## src/rtl/rx_frame_assembler.sv

```systemverilog
// Serial receive front end: synchronises rx_serial, frames start/data/stop bits and
// assembles one FRAME_BITS-wide word (MSB first) with valid/ack handshake and error pulses.
module rx_frame_assembler #(
    parameter int CLKS_PER_BIT = 16,
    parameter int FRAME_BITS   = 55
) (
    input  logic                  clk,
    input  logic                  rst_n,
    input  logic                  rx_serial,
    input  logic                  frame_ack,
    output logic [FRAME_BITS-1:0] RX_Data,
    output logic                  frame_vld,
    output logic                  framing_err,
    output logic                  overrun_err,
    output logic                  busy
);
    localparam int BW = $clog2(CLKS_PER_BIT);
    localparam int CW = $clog2(FRAME_BITS);

    typedef enum logic [2:0] {
        S_IDLE,
        S_START,
        S_DATA,
        S_STOP,
        S_WAIT_HI
    } state_t;

    state_t                r_state;
    state_t                w_state_nxt;
    logic                  r_sync1;
    logic                  r_rxs;
    logic [BW-1:0]         r_baud_cnt;
    logic [BW-1:0]         w_baud_nxt;
    logic [CW-1:0]         r_bit_cnt;
    logic [CW-1:0]         w_bit_nxt;
    logic [FRAME_BITS-1:0] r_shreg;
    logic [FRAME_BITS-1:0] w_shreg_nxt;
    logic [FRAME_BITS-1:0] r_data;
    logic                  r_vld;
    logic                  r_ferr;
    logic                  r_ovr;
    logic                  w_load;
    logic                  w_ferr;

    // Line is idle-high, so the synchroniser resets to 1 to avoid a false start bit.
    always_ff @(posedge clk or negedge rst_n) begin
        if (!rst_n) begin
            r_sync1 <= 1'b1;
            r_rxs   <= 1'b1;
        end else begin
            r_sync1 <= rx_serial;
            r_rxs   <= r_sync1;
        end
    end

    always_ff @(posedge clk or negedge rst_n) begin
        if (!rst_n) begin
            r_state    <= S_IDLE;
            r_baud_cnt <= '0;
            r_bit_cnt  <= '0;
            r_shreg    <= '0;
        end else begin
            r_state    <= w_state_nxt;
            r_baud_cnt <= w_baud_nxt;
            r_bit_cnt  <= w_bit_nxt;
            r_shreg    <= w_shreg_nxt;
        end
    end

    always_comb begin
        w_state_nxt = r_state;
        w_baud_nxt  = r_baud_cnt + 1'b1;
        w_bit_nxt   = r_bit_cnt;
        w_shreg_nxt = r_shreg;
        w_load      = 1'b0;
        w_ferr      = 1'b0;
        unique case (r_state)
            S_IDLE: begin
                w_baud_nxt = '0;
                if (!r_rxs) w_state_nxt = S_START;
            end
            S_START: begin
                if (r_baud_cnt == BW'(CLKS_PER_BIT / 2 - 1)) begin
                    w_baud_nxt  = '0;
                    w_bit_nxt   = '0;
                    w_state_nxt = r_rxs ? S_IDLE : S_DATA;
                end
            end
            S_DATA: begin
                if (r_baud_cnt == BW'(CLKS_PER_BIT - 1)) begin
                    w_baud_nxt  = '0;
                    w_shreg_nxt = {r_shreg[FRAME_BITS-2:0], r_rxs};
                    if (r_bit_cnt == CW'(FRAME_BITS - 1)) w_state_nxt = S_STOP;
                    else                                  w_bit_nxt   = r_bit_cnt + 1'b1;
                end
            end
            S_STOP: begin
                if (r_baud_cnt == BW'(CLKS_PER_BIT - 1)) begin
                    w_baud_nxt = '0;
                    if (r_rxs) begin
                        w_load      = 1'b1;
                        w_state_nxt = S_IDLE;
                    end else begin
                        w_ferr      = 1'b1;
                        w_state_nxt = S_WAIT_HI;
                    end
                end
            end
            S_WAIT_HI: begin
                w_baud_nxt = '0;
                if (r_rxs) w_state_nxt = S_IDLE;
            end
            default: w_state_nxt = S_IDLE;
        endcase
    end

    // A load wins over a same-cycle ack; overrun only when the old frame was never taken.
    always_ff @(posedge clk or negedge rst_n) begin
        if (!rst_n) begin
            r_data <= '0;
            r_vld  <= 1'b0;
            r_ferr <= 1'b0;
            r_ovr  <= 1'b0;
        end else begin
            r_ferr <= w_ferr;
            r_ovr  <= w_load & r_vld & ~frame_ack;
            if (w_load) begin
                r_data <= r_shreg;
                r_vld  <= 1'b1;
            end else if (frame_ack) begin
                r_vld  <= 1'b0;
            end
        end
    end

    assign RX_Data     = r_data;
    assign frame_vld   = r_vld;
    assign framing_err = r_ferr;
    assign overrun_err = r_ovr;
    assign busy        = (r_state != S_IDLE);

endmodule

```

## config.mk

```make
export PLATFORM = sky130hd
export DESIGN_NAME = rx_frame_assembler
export DESIGN_NICKNAME = d
export VERILOG_FILES = /design/src/rtl/rx_frame_assembler.sv
export SDC_FILE = /design/constraint.sdc
export NUM_CORES = 1
export LEC_CHECK = 0
export BUFFER_PORTS_ARGS = -buffer_cell sky130_fd_sc_hd__buf_2
export CORE_ASPECT_RATIO = 1.25
export CORE_UTILIZATION = 55
export CTS_BUF_LIST = sky130_fd_sc_hd__clkbuf_8
export CTS_CLUSTER_DIAMETER = 150
export DETAILED_ROUTE_END_ITERATION = 10
export PLACE_DENSITY = 0.84
export REMOVE_ABC_BUFFERS = 1
export SYNTH_ARGS = -nofsm -noshare
export SYNTH_HDL_FRONTEND = slang
export SYNTH_SLANG_ARGS = --single-unit
```

## constraint.sdc

```tcl
create_clock -name clk -period 3.55 [get_ports clk]
set_clock_uncertainty 0.15 [all_clocks]
set_input_delay 0.5325 -clock clk [delete_from_list [all_inputs] [get_ports clk]]
set_output_delay 0.5325 -clock clk [all_outputs]
set_load 0.05 [all_outputs]
```

* Word level (Yosys, flattened, before mapping) *
Index checks and enable logic that the tools add are counted.

operators by class
  equal/unequal tests = 14
  reductions and logical operators = 9
  add/subtract/negate cells = 2
  bitwise logic cells = 3
  multiplexer cells = 24

operator list
  cell                   number
  $mux W3                7
  $mux W6                3
  $pmux W3 S5            1
  $ne A2 B2 Y1 const B   7
  $pmux W4 S3            1
  $pmux W6 S2            1
  $mux W1                8
  $mux W4                2
  $add A6 B1 Y6 const B  1
  $eq A3 B2 Y1 const B   2
  $eq A6 B6 Y1 const B   1
  $reduce_and A6 Y1      1
  $add A4 B1 Y4 const B  1
  $eq A4 B3 Y1 const B   1
  $eq A4 B4 Y1 const B   1
  $reduce_and A4 Y1      1
  $reduce_bool A2 Y1     2
  $reduce_or A2 Y1       2
  $eq A3 B1 Y1 const B   1
  $eq A3 B3 Y1 const B   1
  $logic_not A3 Y1       1
  $reduce_bool A3 Y1     1
  $and A1 B1 Y1          2
  $mux W2                1
  2 further kinds        2

storage, ports and cells
  output and inout bits = 59
  flip-flop bits (word level) = 128
  logic and storage cells = 62

* Longest topological paths before layout *
Gate-level depths: netlist (run 1).

  depth after elaboration = 5
  gate-level depth with buffers = 8
  depth with buffers taken out = 6

* Least setup slack after synthesis (run 1) *
No wires, ideal clock.

  path kind = register to register
  from = register r_baud_cnt[0]
  to = register r_data[26], in the netlist RX_Data[26]
  stages on the path, launching flop included = 8
  setup slack = 1.642 ns
  data required time = 3.275 ns
  clock period less this slack = 1.908 ns
  arrival = 1.633 ns
  cell sequence = dfrtp_1 -> ha_1 -> nand2_1 -> nor2_1 -> nand4_1 -> buf_2 -> buf_2 -> mux2_2

on the way
  cells in the longest elaborated chain, start to end = 3

ends and longest elaborated chain
  element                 line  source
  start, declared         32    logic [BW-1:0] r_baud_cnt;
  start signal, assigned  64    r_baud_cnt <= w_baud_nxt;
  $eq A4 B4 Y1            98    if (r_baud_cnt == BW'(CLKS_PER_BIT - 1)) begin
  $mux W1                 98
  $mux W1                 77    unique case (r_state)
  end signal, assigned    128   r_data <= r_shreg;
  end, declared           38    logic [FRAME_BITS-1:0] r_data;

Every way passes these cells.
A chain may end at the register's enable or synchronous reset.

* Final worst setup path (run 1) *
  from = register r_state[1]
  to = register r_shreg[27]

on the way
  cells in the longest elaborated chain, start to end = 2

ends and longest elaborated chain
  element                             line  source
  start, declared                     28    state_t r_state;
  start signal, assigned              63    r_state <= w_state_nxt;
  $eq A3 B2 Y1                        77
  $reduce_and A2 Y1 (no source line)  --
  end signal, assigned                66    r_shreg <= w_shreg_nxt;
  end, declared                       36    logic [FRAME_BITS-1:0] r_shreg;

Every way passes these cells.

==> reports/metrics.yaml, run 1 <==
timing:
  post-route-period-util_pct: 72.8
  setup_violations: 0
  worst_pin_slew_ps: 839
  setup_total_negative_slack_ps: 0
  max_clock_freq_ghz: 0.387
  fin_crit_ps: 2590
  hold_slack_ps: 50.0
  grt_setup_unrepaired: "no"
  final_report_hold_violation_count: 0
  worst_slew_slack_as_a_fraction_of_its_limit_pct: 44.1
  drv_slew: 0
power:
  seq_power_share_pct: 52.0
  power.net_switching_mw: 0.769
  power.combinational.fraction_pct: 8.9
  cellPowerDensity_nw_per_um2: 525
  power.switching_fraction_pct: 25.3
  irDropWorstVdd_mv: 0.272
  clock_power_share_pct: 39.0
  cellLeakagePower_nw: 3.09
  cell_internal_pwr_mw: 2.27
global_route:
  grt_remaining_overflow: 0
  first_pass_grt_wire_length_mm: 13.6
  first_global_vias: 2888
  groute.usage.overall_pct: 19.2
  grt_start_max_net_pins: 70
  antenna_found_initial: 0
detailed_routing:
  number_of_drc_violations_after_detailed_routing: 0
  routed_via_density: 5.32
  route.antenna.remaining_nets: 0
  vias: 2790
  routed_wl_mm: 8.21
  dr.first_iter.drc_count: 175
  wl_per_cell_um: 15.7
  drt-pass1-iter-count: 4
cells_and_area:
  antenna_cell_count: 0
  num-fill-cells: 663
  area_used_by_multi_input_combinational_logic_um2: 1660
  area_growth_syn_to_layout_pct: 15.8
  highest_count_cells_in_the_layout_ignoring_fill_and_taps: "126 x sky130_fd_sc_hd__dfrtp_1, 111 x sky130_fd_sc_hd__mux2_2, 61 x sky130_fd_sc_hd__buf_2"
  most_common_cell_after_layout_fill_and_taps_aside: "sky130_fd_sc_hd__dfrtp_1"
  layout-drive-gt1-share_pct: 52.7
  fin_nets: 398
  fin_util_pct: 66.1
  area.sequential_um2: 3210
cts:
  cts.clk_slew.worst_paths_ps: 70
  ctsRootBufferMaster: "sky130_fd_sc_hd__clkbuf_8"
  hold_fix_buffers_at_cts: 0
  insertion_delay_ps: 430
  post_cts_buffers: 0
  numClockSinks: 128
  htree_num_levels: 4
  cts.path.max_buffers: 2
  cts-resized-gates: 0
  cts-buffers-inserted: 17
  tritoncts: "done"
die:
  floorplan.die.width_um: 87.2
  coreArea_um2: 8750
  io_pins: 63
  die-area_um2: 9470
  floorplan.initialDensity_pct: 57.1
  die_h_um: 109
  rows: 38
placed_design:
  place.port_buffers: 62
  gpl.final_weighted_congestion: 0.793
  dp.final_hpwl_mm: 5.36
min_path:
  hold_path_class: "input pin to register"
synth:
  postSynthCellCount: 321
  synthArstFlopShare_pct: 100
  synth_ff_type: "sky130_fd_sc_hd__dfrtp_1"
  synth_edf_count: 0
  netlist_area_um2: 5000
  synthesis.area_per_instance_um2: 15.6
  synth_warnings: 0
  synth.distinct_cells: 37
  synth_sequential_area_ratio_pct: 64.2
  synth-seq-cells: 128
worst_setup_path:
  timing.critical_path.arrival_ps: 2740
  critical_path.max_fanout: 30
  cp_slowest_cell: "sky130_fd_sc_hd__and4_2"
  worstPathRequired_ps: 3710
  timing.critical_path.from_type: "register"
  endpoint_kind: "register"
  cp_cell_sequence: "nor3b_4 > and4_2 > buf_12 > mux2_2"
  timing_worst_setup_path_type: "register to register"
  slowest_delay_ps: 770
flow_run:
  maxCapViolations: 0
status:
  status: "finished clean"
stage by stage:
stage                     worst slack (ps)  std cells  cell area [um^2]  power, mW
after CTS                              986        524              5780       3.07
final                                  965        524              5780       3.04
after detailed placement              1020        492              5400       1.88
after floorplan                        100        305              4870       1.78
after global placement                1130        492              5400       1.85
after global routing                   861        524              5780       3.16
sequential cells by signal, indices dropped and copies added (netlist names):
name and cells:
RX_Data 55, r_shreg 55, r_bit_cnt 6, r_baud_cnt 4
r_state 3, frame_vld 1, framing_err 1, overrun_err 1
r_rxs 1, r_sync1 1
area by class of cell:
cell class,count,area share (%)
clock buffers,19,4.52
well taps,120,2.60
repair buffers,67,6.49
multi-input cells,174,28.7
flip-flops and latches,128,55.4
clock inverters,13,2.10
inverters,3,0.195
synth_stat cells, types with 2 or more instances:
library cell               count  area (um^2)
sky130_fd_sc_hd__a21oi_1       5         25.0
sky130_fd_sc_hd__nor2b_1       3         18.8
sky130_fd_sc_hd__o21a_1        2         15.0
sky130_fd_sc_hd__ha_1          3         37.5
sky130_fd_sc_hd__nor2_1        8         30.0
sky130_fd_sc_hd__a31oi_1       4         25.0
sky130_fd_sc_hd__dfstp_2       2         52.6
sky130_fd_sc_hd__nand3_1       6         30.0
sky130_fd_sc_hd__or3_1         2         12.5
sky130_fd_sc_hd__nand2b_1      2         12.5
sky130_fd_sc_hd__nand2_1       8         30.0
sky130_fd_sc_hd__mux2_2      111         1250
sky130_fd_sc_hd__dfrtp_1     126         3150
sky130_fd_sc_hd__xnor2_1       2         17.5
sky130_fd_sc_hd__inv_1         3         11.3
sky130_fd_sc_hd__buf_4         5         37.5
sky130_fd_sc_hd__nand3b_1      2         15.0
sky130_fd_sc_hd__buf_2         7         35.0
sky130_fd_sc_hd__and3_1        2         12.5
per-layer routing:
| layer | wire, um | GRT usage [%] |
|---|---|---|
| met2 | 4180 | 31.5 |
| met1 | 3540 | 23.1 |
| met5 | 0 | 0 |
| met3 | 362 | 5.57 |
| met4 | 129 | 9.72 |
power by group through the flow:
stage	sequential [mW]	combinational, mW	clock, mW
2_1_floorplan	1.59	0.191	0
3_3_place_gp	1.60	0.257	0
3_5_place_dp	1.61	0.271	0
4_1_cts	1.58	0.274	1.22
5_1_grt	1.59	0.302	1.27
6_report	1.58	0.272	1.19
path summary, 6_finish.rpt:
| check | start | end | slack (ps) | cells past startpoint |
|---|---|---|---|---|
| setup reg to reg | r_state[1] | r_shreg[27] | 960 | 4 |
| setup / recovery | r_state[1] | r_shreg[27] | 960 | 4 |
| hold / removal | rx_serial | r_sync1 | 50 | 1 |
| min in group asynchronous | rst_n | RX_Data[30] | 60 | 1 |
| hold reg to reg | r_sync1 | r_rxs | 210 | 0 |
| max in group asynchronous | rst_n | RX_Data[29] | 2390 | 2 |
cell families (layout without fill, tap and decap cells):
group	after synthesis	count (layout)	share of synthesized area [%]
DFF	128	128	64.2
muxes	111	111	25.0
and+or+nand+nor	38	38	4.18
AOI/OAI and AO/OA	19	19	2.68
buffers and inverters	19	102	2.68
adders and majority gates	3	3	0.751
xor gates and xnor gates	3	3	0.526
critical path: cells and delay by family (launching register included):
family / cells / cell delay, ps
buf+inv: 1 / 280
simple gates: 2 / 1120
mux: 1 / 350
flops: 1 / 530
(Power assumes the default switching activity.)
==> run 2, diff against run 1 <==
- CORE_UTILIZATION: 55 -> 54
- PLACE_DENSITY: 0.84 -> 0.86
- clock period: 3.55 -> 2.2 ns (I/O delays scaled with it)
==> reports/metrics.yaml, run 2 (synthesized netlist as in run 1, its figures left out) <==
cells_and_area:
  fin_nets: 402  # +1.0%
  fin_util_pct: 66.3  # +0.17 points
  area.sequential_um2: 3210  # unchanged
  num-fill-cells: 660  # -0.45%
  highest_count_cells_in_the_layout_ignoring_fill_and_taps: "126 x sky130_fd_sc_hd__dfrtp_1, 111 x sky130_fd_sc_hd__mux2_2, 61 x sky130_fd_sc_hd__buf_2"
  area_growth_syn_to_layout_pct: 17.3
  antenna_cell_count: 0  # unchanged
  most_common_cell_after_layout_fill_and_taps_aside: "sky130_fd_sc_hd__dfrtp_1"
  layout-drive-gt1-share_pct: 51.6  # -1.1 points
  area_used_by_multi_input_combinational_logic_um2: 1660  # unchanged
placed_design:
  place.port_buffers: 62  # unchanged
  gpl.final_weighted_congestion: 0.843  # +6.3%
  dp.final_hpwl_mm: 5.33  # -0.68%
worst_setup_path:
  endpoint_kind: "primary output"
  reg2reg_depth: 4  # unchanged
  worstPathRequired_ps: 1720  # -1990 ps
  worst_r2r_startpoint: "r_state[0]"
  reg2reg_setup_slack_ps: 170  # -790 ps
  slowest_delay_ps: 390  # -380 ps
  crit_family: "buffers and inverters"
  reg2reg_to: "r_shreg[54]"
  cp_cell_sequence: "buf_4 > or3_1 > buf_2"
  timing.critical_path.depth: 3  # -1
  critical_path.max_fanout: 9  # -70%
  cp_bufs_invs: 2  # +1
  cp_slowest_cell: "sky130_fd_sc_hd__dfrtp_1"
  timing_worst_setup_path_type: "register to primary output"
  timing.critical_path.arrival_ps: 1580  # -1160 ps
  timing.critical_path.from_type: "register"
cts:
  insertion_delay_ps: 430  # about the same
  tritoncts: "done"
  numClockSinks: 128  # unchanged
  cts.path.max_buffers: 2  # unchanged
  post_cts_buffers: 0  # unchanged
  cts-buffers-inserted: 17  # unchanged
  htree_num_levels: 4  # unchanged
  ctsRootBufferMaster: "sky130_fd_sc_hd__clkbuf_8"
  cts.clk_slew.worst_paths_ps: 70  # about the same
power:
  totalPowerFinal_mw: 5.02  # +65%
  irDropWorstVdd_mv: 0.484  # +78%
  cellLeakagePower_nw: 3.14  # +1.5%
  cellPowerDensity_nw_per_um2: 857  # +63%
die:
  rows: 38  # unchanged
  coreArea_um2: 8840  # +1.1%
  die_h_um: 110  # +0.90%
  floorplan.initialDensity_pct: 56.5  # -0.61 points
  die-area_um2: 9640  # +1.8%
  io_pins: 63  # unchanged
  floorplan.die.width_um: 88.0  # +0.90%
global_route:
  global_route.usage.met3_pct: 5.71  # +0.13 points
  top_usage_layer: "met2"
  groute.usage.overall_pct: 18.8  # -0.39 points
  grt_remaining_overflow: 0  # unchanged
  met1_usage_grt_pct: 22.9  # -0.13 points
  first_global_vias: 2863  # -0.87%
  antenna_found_initial: 0  # unchanged
  grt_util_met2_pct: 30.9  # -0.63 points
  grt_start_max_net_pins: 51  # -27%
  first_pass_grt_wire_length_mm: 13.4  # -0.86%
timing:
  hold_slack_ps: 27.4  # -22.6 ps
  max_clock_freq_ghz: 0.485
  setup_total_negative_slack_ps: 0  # unchanged
  worst_pin_slew_ps: 481  # -358 ps
  worst_slew_slack_as_a_fraction_of_its_limit_pct: 67.9  # +24 points
  post-route-period-util_pct: 93.8
  drv_slew: 0  # unchanged
  fin_crit_ps: 2060
  setup_violations: 0  # unchanged
  grt_setup_unrepaired: "no"
  final_report_hold_violation_count: 0  # unchanged
detailed_routing:
  dr.first_iter.drc_count: 134  # -23%
  route.antenna.remaining_nets: 0  # unchanged
  vias: 2777  # -0.47%
  routed_wl_mm: 8.05  # -1.9%
  drt-pass1-iter-count: 4  # unchanged
  routed_via_density: 5.27  # -1.0%
  wl_per_cell_um: 15.3  # -2.4%
  number_of_drc_violations_after_detailed_routing: 0  # unchanged
status:
  status: "finished clean"
min_path:
  hold-path-cell-count: 3  # +2
  hold-path-endpoint: "overrun_err"
  hold_path_class: "input pin to register"
  hp-start: "frame_ack"
flow_run:
  maxCapViolations: 0  # unchanged
==> run 2: timing repair <==
item	CTS	global route
gates resized for setup	0	1
setup endpoints to repair	0	1
endpoints found under the hold margin	32	0
hold buffers	2	0
==> run 2: stage by stage <==
stage	setup slack, ps	instances	area [um^2]
4_1_cts	103	527	5860
6_report	137	527	5860
5_1_grt	64.9	527	5860
3_3_place_gp	243	494	5440
2_1_floorplan	-1250	305	4870
3_5_place_dp	167	494	5440
==> run 2: worst max-delay path by stage <==
stage	start	endpoint	slack, ps
2_1_floorplan	r_baud_cnt[0]	RX_Data[0]	-1250
3_3_place_gp	r_state[0]	r_shreg[53]	240
3_5_place_dp	r_bit_cnt[0]	r_bit_cnt[1]	170
4_1_cts	r_state[1]	busy	100
5_1_grt	r_state[1]	busy	60
6_report	r_state[1]	busy	140
==> run 2: worst register-to-register path, cell delays in order (launching register included) <==
cell                      delay [ps]
sky130_fd_sc_hd__dfrtp_1         480
sky130_fd_sc_hd__nor3b_4         330
sky130_fd_sc_hd__and4_2          310
sky130_fd_sc_hd__buf_4           270
sky130_fd_sc_hd__mux2_2          370
==> run 2: layer usage <==
layer	part of all wire, %	up-vias
li1	-	1287
met1	42	1412
met2	52	66
met3	3.8	12
met4	1.5	0
met5	0	-
==> run 2: where the power goes <==
part           switching (mW)  leakage (nW)  total, mW  internal (mW)
clock                   0.829         0.222       2.01           1.18
sequential             0.0998          1.77       2.53           2.43
combinational           0.280          1.15      0.482          0.203
total                    1.21          3.14       5.02           3.81
==> run 2: final cells by class <==
| cell class | instances | area share (%) |
|---|---|---|
| Multi-Input combinational cell | 174 | 28.3 |
| Tap cell | 120 | 2.56 |
| Clock buffer | 20 | 4.70 |
| Clock inverter | 11 | 2.13 |
| Inverter | 3 | 0.192 |
| Timing Repair Buffer | 71 | 7.43 |
| Sequential cell | 128 | 54.7 |
